==> src/rtl/even_parity_tx_if.sv <==
// Handshake and serial-stream bundle for the even-parity frame transmitter.
// master is the word source / stream sink side; slave is the transmitter.
interface even_parity_tx_if #(
    parameter int WIDTH = 8
);
    logic [WIDTH-1:0] in_data;
    logic             in_valid;
    logic             in_ready;
    logic             w;
    logic             w_valid;
    logic             last;

    modport master (
        output in_data,
        output in_valid,
        input  in_ready,
        input  w,
        input  w_valid,
        input  last
    );

    modport slave (
        input  in_data,
        input  in_valid,
        output in_ready,
        output w,
        output w_valid,
        output last
    );
endinterface

==> src/rtl/even_parity_tx.sv <==
// Serial parity frame transmitter: WIDTH data bits LSB first, then one parity bit.
// All outputs are registered; a word offered during the parity cycle follows with no gap.
module even_parity_tx #(
    parameter int WIDTH      = 8,
    parameter bit PARITY_ODD = 1'b0
) (
    input  logic                pos,
    input  logic                rst,
    even_parity_tx_if.slave     bus
);
    localparam int                CNT_W    = $clog2(WIDTH + 1);
    localparam logic [CNT_W-1:0] LAST_IDX = CNT_W'(WIDTH - 1);

    typedef enum logic [1:0] {IDLE, DATA, PAR} state_t;

    state_t           state;
    logic [WIDTH-1:0] shift;
    logic [CNT_W-1:0] cnt;
    logic             acc;
    logic             accept;

    assign accept = bus.in_valid & bus.in_ready;

    // w always holds the bit of index cnt; shift holds the bits not yet shown,
    // and acc already includes the bit currently on w.
    always_ff @(posedge pos or negedge rst) begin
        if (!rst) begin
            state        <= IDLE;
            shift        <= '0;
            cnt          <= '0;
            acc          <= 1'b0;
            bus.w        <= 1'b0;
            bus.w_valid  <= 1'b0;
            bus.last     <= 1'b0;
            bus.in_ready <= 1'b1;
        end else begin
            case (state)
                DATA: begin
                    if (cnt == LAST_IDX) begin
                        state        <= PAR;
                        bus.w        <= acc ^ PARITY_ODD;
                        bus.last     <= 1'b1;
                        bus.in_ready <= 1'b1;
                    end else begin
                        bus.w <= shift[0];
                        acc   <= acc ^ shift[0];
                        shift <= shift >> 1;
                        cnt   <= cnt + 1'b1;
                    end
                end
                default: begin
                    // IDLE and PAR share the accept path, giving gap-free back-to-back frames
                    if (accept) begin
                        state        <= DATA;
                        shift        <= bus.in_data >> 1;
                        cnt          <= '0;
                        acc          <= bus.in_data[0];
                        bus.w        <= bus.in_data[0];
                        bus.w_valid  <= 1'b1;
                        bus.last     <= 1'b0;
                        bus.in_ready <= 1'b0;
                    end else begin
                        state        <= IDLE;
                        bus.w        <= 1'b0;
                        bus.w_valid  <= 1'b0;
                        bus.last     <= 1'b0;
                        bus.in_ready <= 1'b1;
                    end
                end
            endcase
        end
    end
endmodule

==> src/flat_wrapper.sv <==
// flat-port wrapper written by rule: the top's interface ports become plain ports
module even_parity_tx_flat 
#(
    parameter int WIDTH      = 8,
    parameter bit PARITY_ODD = 1'b0
)
  (pos, rst, bus_in_data, bus_in_valid, bus_in_ready, bus_w, bus_w_valid, bus_last);
  even_parity_tx_if #(.WIDTH(WIDTH)) bus_i ();
  input  logic pos;
  input  logic rst;
  input wire logic [$bits(bus_i.in_data)-1:0] bus_in_data;
  input wire logic [$bits(bus_i.in_valid)-1:0] bus_in_valid;
  output wire logic [$bits(bus_i.in_ready)-1:0] bus_in_ready;
  output wire logic [$bits(bus_i.w)-1:0] bus_w;
  output wire logic [$bits(bus_i.w_valid)-1:0] bus_w_valid;
  output wire logic [$bits(bus_i.last)-1:0] bus_last;
  assign bus_i.in_data = bus_in_data;
  assign bus_i.in_valid = bus_in_valid;
  assign bus_in_ready = bus_i.in_ready;
  assign bus_w = bus_i.w;
  assign bus_w_valid = bus_i.w_valid;
  assign bus_last = bus_i.last;
  even_parity_tx #(.WIDTH(WIDTH), .PARITY_ODD(PARITY_ODD)) u_core (.pos(pos), .rst(rst), .bus(bus_i));
endmodule
==> config.mk <==
export PLATFORM = sky130hd
export DESIGN_NAME = even_parity_tx_flat
export DESIGN_NICKNAME = d
export VERILOG_FILES = /design/src/rtl/even_parity_tx_if.sv /design/src/rtl/even_parity_tx.sv /design/src/flat_wrapper.sv
export SDC_FILE = /design/constraint.sdc
export NUM_CORES = 1
export LEC_CHECK = 0
export ABC_AREA = 1
export CAP_MARGIN = 20
export CORE_UTILIZATION = 27
export CTS_BUF_LIST = sky130_fd_sc_hd__clkbuf_8
export DETAILED_ROUTE_END_ITERATION = 8
export SYNTH_ARGS = -nofsm -noshare
export SYNTH_HDL_FRONTEND = slang
export SYNTH_SLANG_ARGS = --single-unit
export TNS_END_PERCENT = 20
==> constraint.sdc <==
create_clock -name pos -period 2.25 [get_ports pos]
set_clock_uncertainty 0.05 [all_clocks]
set_input_delay 0.675 -clock pos [delete_from_list [all_inputs] [get_ports pos]]
set_output_delay 0.675 -clock pos [all_outputs]
set_load 0.005 [all_outputs]
### After elaboration in Yosys (flattened, before gate mapping)

Index checks and enable logic that the tools add are counted.

| operators by class | value |
|---|---|
| $add $sub $neg | 1 |
| multipliers | 0 |
| divide/modulo/power cells | 0 |
| order comparisons | 0 |
| eq/ne operators | 4 |
| shift operators | 0 |
| multiplexer cells | 20 |
| bitwise operators | 2 |
| reduce and logical (&&, ||, !) cells | 2 |

Operators by type and width:

| kind | number |
|---|---|
| two-way mux 8 bit | 3 |
| two-way mux 1 bit | 12 |
| two-way mux 4 bit | 3 |
| adder 4 x 1 -> 4 bit (second input constant) | 1 |
| equality test 4 x 3 -> 1 bit (second input constant) | 1 |
| two-way mux 2 bit | 2 |
| equality test 2 x 1 -> 1 bit (second input constant) | 1 |
| != test 2 x 1 -> 1 bit (second input constant) | 1 |
| != test 2 bit (second input constant) | 1 |
| AND reduction 2 bit | 1 |
| nonzero test 2 bit | 1 |
| AND 1 bit | 1 |
| bitwise XOR 1 bit | 1 |

| storage, ports and cells | value |
|---|---|
| register bits after elaboration | 19 |
| latch bits | 0 |
| memory bits (writable) | 0 |
| memory bits (read-only) | 0 |
| output and inout bits | 4 |
| memories kept | 0 |

### Logic depth before layout (Yosys ltp)

| logic depth | value |
|---|---|
| depth in word-level cells | 3 |
| gate-level depth with buffers | 8 |

### Least setup slack after synthesis

Ideal clock, no wire load.

| path | value |
|---|---|
| path type | register to output |
| start | register u_core.bus.in_ready |
| end | output port bus_in_ready |
| data arrival time | 0.542 ns |
| required time | 1.525 ns |
| setup slack | 0.983 ns |
| stages on the path, launching flop included | 1 |
| path buffers | 0 |
| path through | dfstp_2 |

RTL lines:

| what | RTL line | text |
|---|---|---|
| from (decl) | even_parity_tx_if.sv:25 | `output in_ready,` |
| from (signal assigned) | even_parity_tx.sv:35 | `bus.in_ready <= 1'b1;` |
| from (signal assigned) | even_parity_tx.sv:43 | `bus.in_ready <= 1'b1;` |
| from (signal assigned) | even_parity_tx.sv:61 | `bus.in_ready <= 1'b0;` |
| to (decl) | flat_wrapper.sv:13 | `output wire logic [$bits(bus_i.in_ready)-1:0] bus_in_ready;` |

No word-level cell between the ends.

### Worst setup path after layout

| path | value |
|---|---|
| start | register u_core.bus.in_ready |
| end | output port bus_in_ready |

No word-level cell between the ends.

==> results.sh <==
export IMPL_die_height_um=57.9
export IMPL_clock_sinks=17
export IMPL_io_pins=15
export IMPL_path_cells="clkdlybuf4s50_1"
export IMPL_syn_avg_cell_area_um2=8.36
export IMPL_area_delta_synth_final_pct=23.4
export IMPL_port_buffers=14
export IMPL_ctsHoldBuffers=0
export IMPL_antenna_cells=0
export IMPL_dr_total_vias=675
export IMPL_async_flop_share=1.00
export IMPL_synth_top_family_by_area="simple AND/OR/NAND/NOR gates"
export IMPL_ys_types=21
export IMPL_synth_common_cells="34 x nand2_1, 16 x dfrtp_1, 13 x o21ai_0, 11 x inv_1, 5 x nand3_1"
export IMPL_tritoncts="yes"
export IMPL_arrival_ps=1320
export IMPL_synth_warnings=0
export IMPL_grt_pass1_wl_um=2890
export IMPL_synth_xor_area_frac=0
export IMPL_worst_slew_pin_slew_ps=357
export IMPL_crit_path_max_fanout=3
export IMPL_critPathLaunchType="flip-flop"
export IMPL_synthAdderAreaFrac=0.0148
export IMPL_fp_row_count=19
export IMPL_violations="DRC"
export IMPL_slew_headroom=0.761
export IMPL_drtIter0Drc=14
export IMPL_timing_rr_start="u_core.cnt[0]"
export IMPL_final_net_count=130
export IMPL_fin_setup_tns_ps=0
export IMPL_finalCriticalPeriod_ps=2050
export IMPL_finalHoldViolCount=0
export IMPL_drive_gt1_frac=0.120
export IMPL_via_per_inst=4.56
export IMPL_ys_seq_elements=17
export IMPL_synth_compound_area_frac=0.0993
export IMPL_cts_path_max_buffers=2
export IMPL_synth_cells=101
export IMPL_worst_hold_startpoint="u_core.bus.in_ready"
export IMPL_grt_max_degree=21
export IMPL_cts_root_buf="clkbuf_8"
export IMPL_clk_pin_slew_worst_paths_ps=60
export IMPL_synth_main_ff_cell="dfrtp_1"
export IMPL_powerDensity_mw_per_mm2=1320
export IMPL_routed_wl_um=1610
export IMPL_crit_required_ps=1520
export IMPL_initial_core_util=0.296
export IMPL_worstSetupEndpointType="primary output"
export IMPL_fin_crit_sh=0.909
export IMPL_cts_setup_buffers=0
export IMPL_gp_congestion=0.813
export IMPL_numCtsBuffers=3
export IMPL_startpoint="u_core.bus.in_ready"
export IMPL_max_vdd_ir_drop_mv=0.495
export IMPL_drc_errors=1
export IMPL_nFillCells=308
export IMPL_cap_viol_max_count=0
export IMPL_yosysSeqAreaShare=0.505
export IMPL_power_mw=1.37
export IMPL_grt_usage=0.114
export IMPL_synthMostInstantiatedCell="nand2_1"
export IMPL_dp_hpwl_um=1190
export IMPL_htreeDepth=1
export IMPL_grt_pass1_vias=660
export IMPL_wire_per_inst_um=10.9
export IMPL_rsz0062_at_grt="false"
export IMPL_die_w_um=57.9
export IMPL_syn_nets=113
export IMPL_setup_viol=0
export IMPL_ant_nets=0
export IMPL_crit_path_max_incr_delay_ps=560
export IMPL_crit_type="reg -> out"
export IMPL_clk_latency_ps=240
export IMPL_synth_edff_count=0
export IMPL_status="finished with violations"
export IMPL_yosys_area_top_type_share=0.474
export IMPL_max_clock_freq_mhz=489
export IMPL_crit_family="flip-flops"
export IMPL_cts_resized=0
export IMPL_worst_path_buf_inv=1
export IMPL_synth_simple_area_share=0.276
export IMPL_timing_final_ws_setup_ps=205
export IMPL_drtPass1Iterations=6
export IMPL_synthMuxAreaShare=0
export IMPL_pre_cts_ws_ps=307
export IMPL_slew_violations=0
export IMPL_antenna_found_initial=0
export IMPL_cp_slowest_cell="dfstp_2"
export IMPL_hp_class="reg -> reg"
export IMPL_yosysTopAreaCell="dfrtp_1"
export IMPL_dieArea_mm2=0.00336
export IMPL_netlist_top_cells_area="dfrtp_1 47%, nand2_1 15%, o21ai_0 7.7%"
export IMPL_power_leakage_nw=0.503
export IMPL_synth_area_um2=845
export IMPL_core_area_mm2=0.00285
export IMPL_hold_slack_ps=447
export IMPL_grt_overflow_total=0
-- cell type report --
type	instances	area, um2	area share
well taps	31	38.8	0.0372
multi-input cells	67	329	0.316
inverters	14	55.1	0.0528
clock inverters	1	3.75	0.00360
flip-flops and latches	17	427	0.409
repair buffers	15	148	0.142
clock buffers	3	41.3	0.0396
-- layer usage --
metal  share of wire  global-route usage
met1            0.47               0.162
met2            0.47               0.167
met3           0.048              0.0134
met4           0.011              0.0680
met5               0                   0
-- through the flow --
| step | std cells | utilization | instance area [um2] |
|---|---|---|---|
| 2_1_floorplan | 101 | - | 845 |
| 3_3_place_gp | 144 | 0.350 | 997 |
| 3_5_place_dp | 144 | 0.350 | 997 |
| 4_1_cts | 148 | 0.365 | 1040 |
| 5_1_grt | 148 | 0.365 | 1040 |
| 6_report | 148 | 0.365 | 1040 |
-- layout by cell type, fill, tap and decap left out, types with 2 or more instances in the layout --
master	count
clkdlybuf4s50_1	14
o21ai_0	13
nand3_1	5
nor2_1	4
clkbuf_8	3
inv_1	12
dfrtp_1	16
inv_2	2
nand2_1	34
-- kinds of logic (layout without fill, tap and decap cells) --
kind of cell | Yosys count | count (layout)
AND/OR/NAND/NOR | 50 | 50
adder cells (fa/ha/maj) | 1 | 1
flip-flops | 17 | 17
AO/OA/AOI/OAI | 16 | 16
buffers and inverters | 17 | 33
-- report_power, final --
group | switching (mW) | internal (mW) | total (mW)
logic | 0.364 | 0.239 | 0.603
registers | 0.104 | 0.450 | 0.554
clock network | 0.0936 | 0.121 | 0.214
-- registers in the layout, indices dropped and copies added, names as in the netlist --
| signal | count |
|---|---|
| u_core.state | 1 |
| u_core.bus.w | 1 |
| u_core.bus.w_valid | 1 |
| u_core.bus.last | 1 |
| u_core.shift | 7 |
| u_core.cnt | 4 |
| u_core.bus.in_ready | 1 |
| u_core.acc | 1 |
-- worst paths after layout --
| kind | end | slack [ps] | cells after the start |
|---|---|---|---|
| setup / recovery | bus_in_ready | 200 | 1 |
| setup reg to reg | u_core.cnt[3] | 770 | 7 |
| hold / removal | u_core.bus.in_ready | 450 | 2 |
| min in group asynchronous | u_core.cnt[1] | 700 | 2 |
| max in group asynchronous | u_core.bus.in_ready | 1200 | 2 |
| hold reg to reg | u_core.bus.in_ready | 450 | 2 |
No activity file was read; power rests on OpenSTA's default activity.
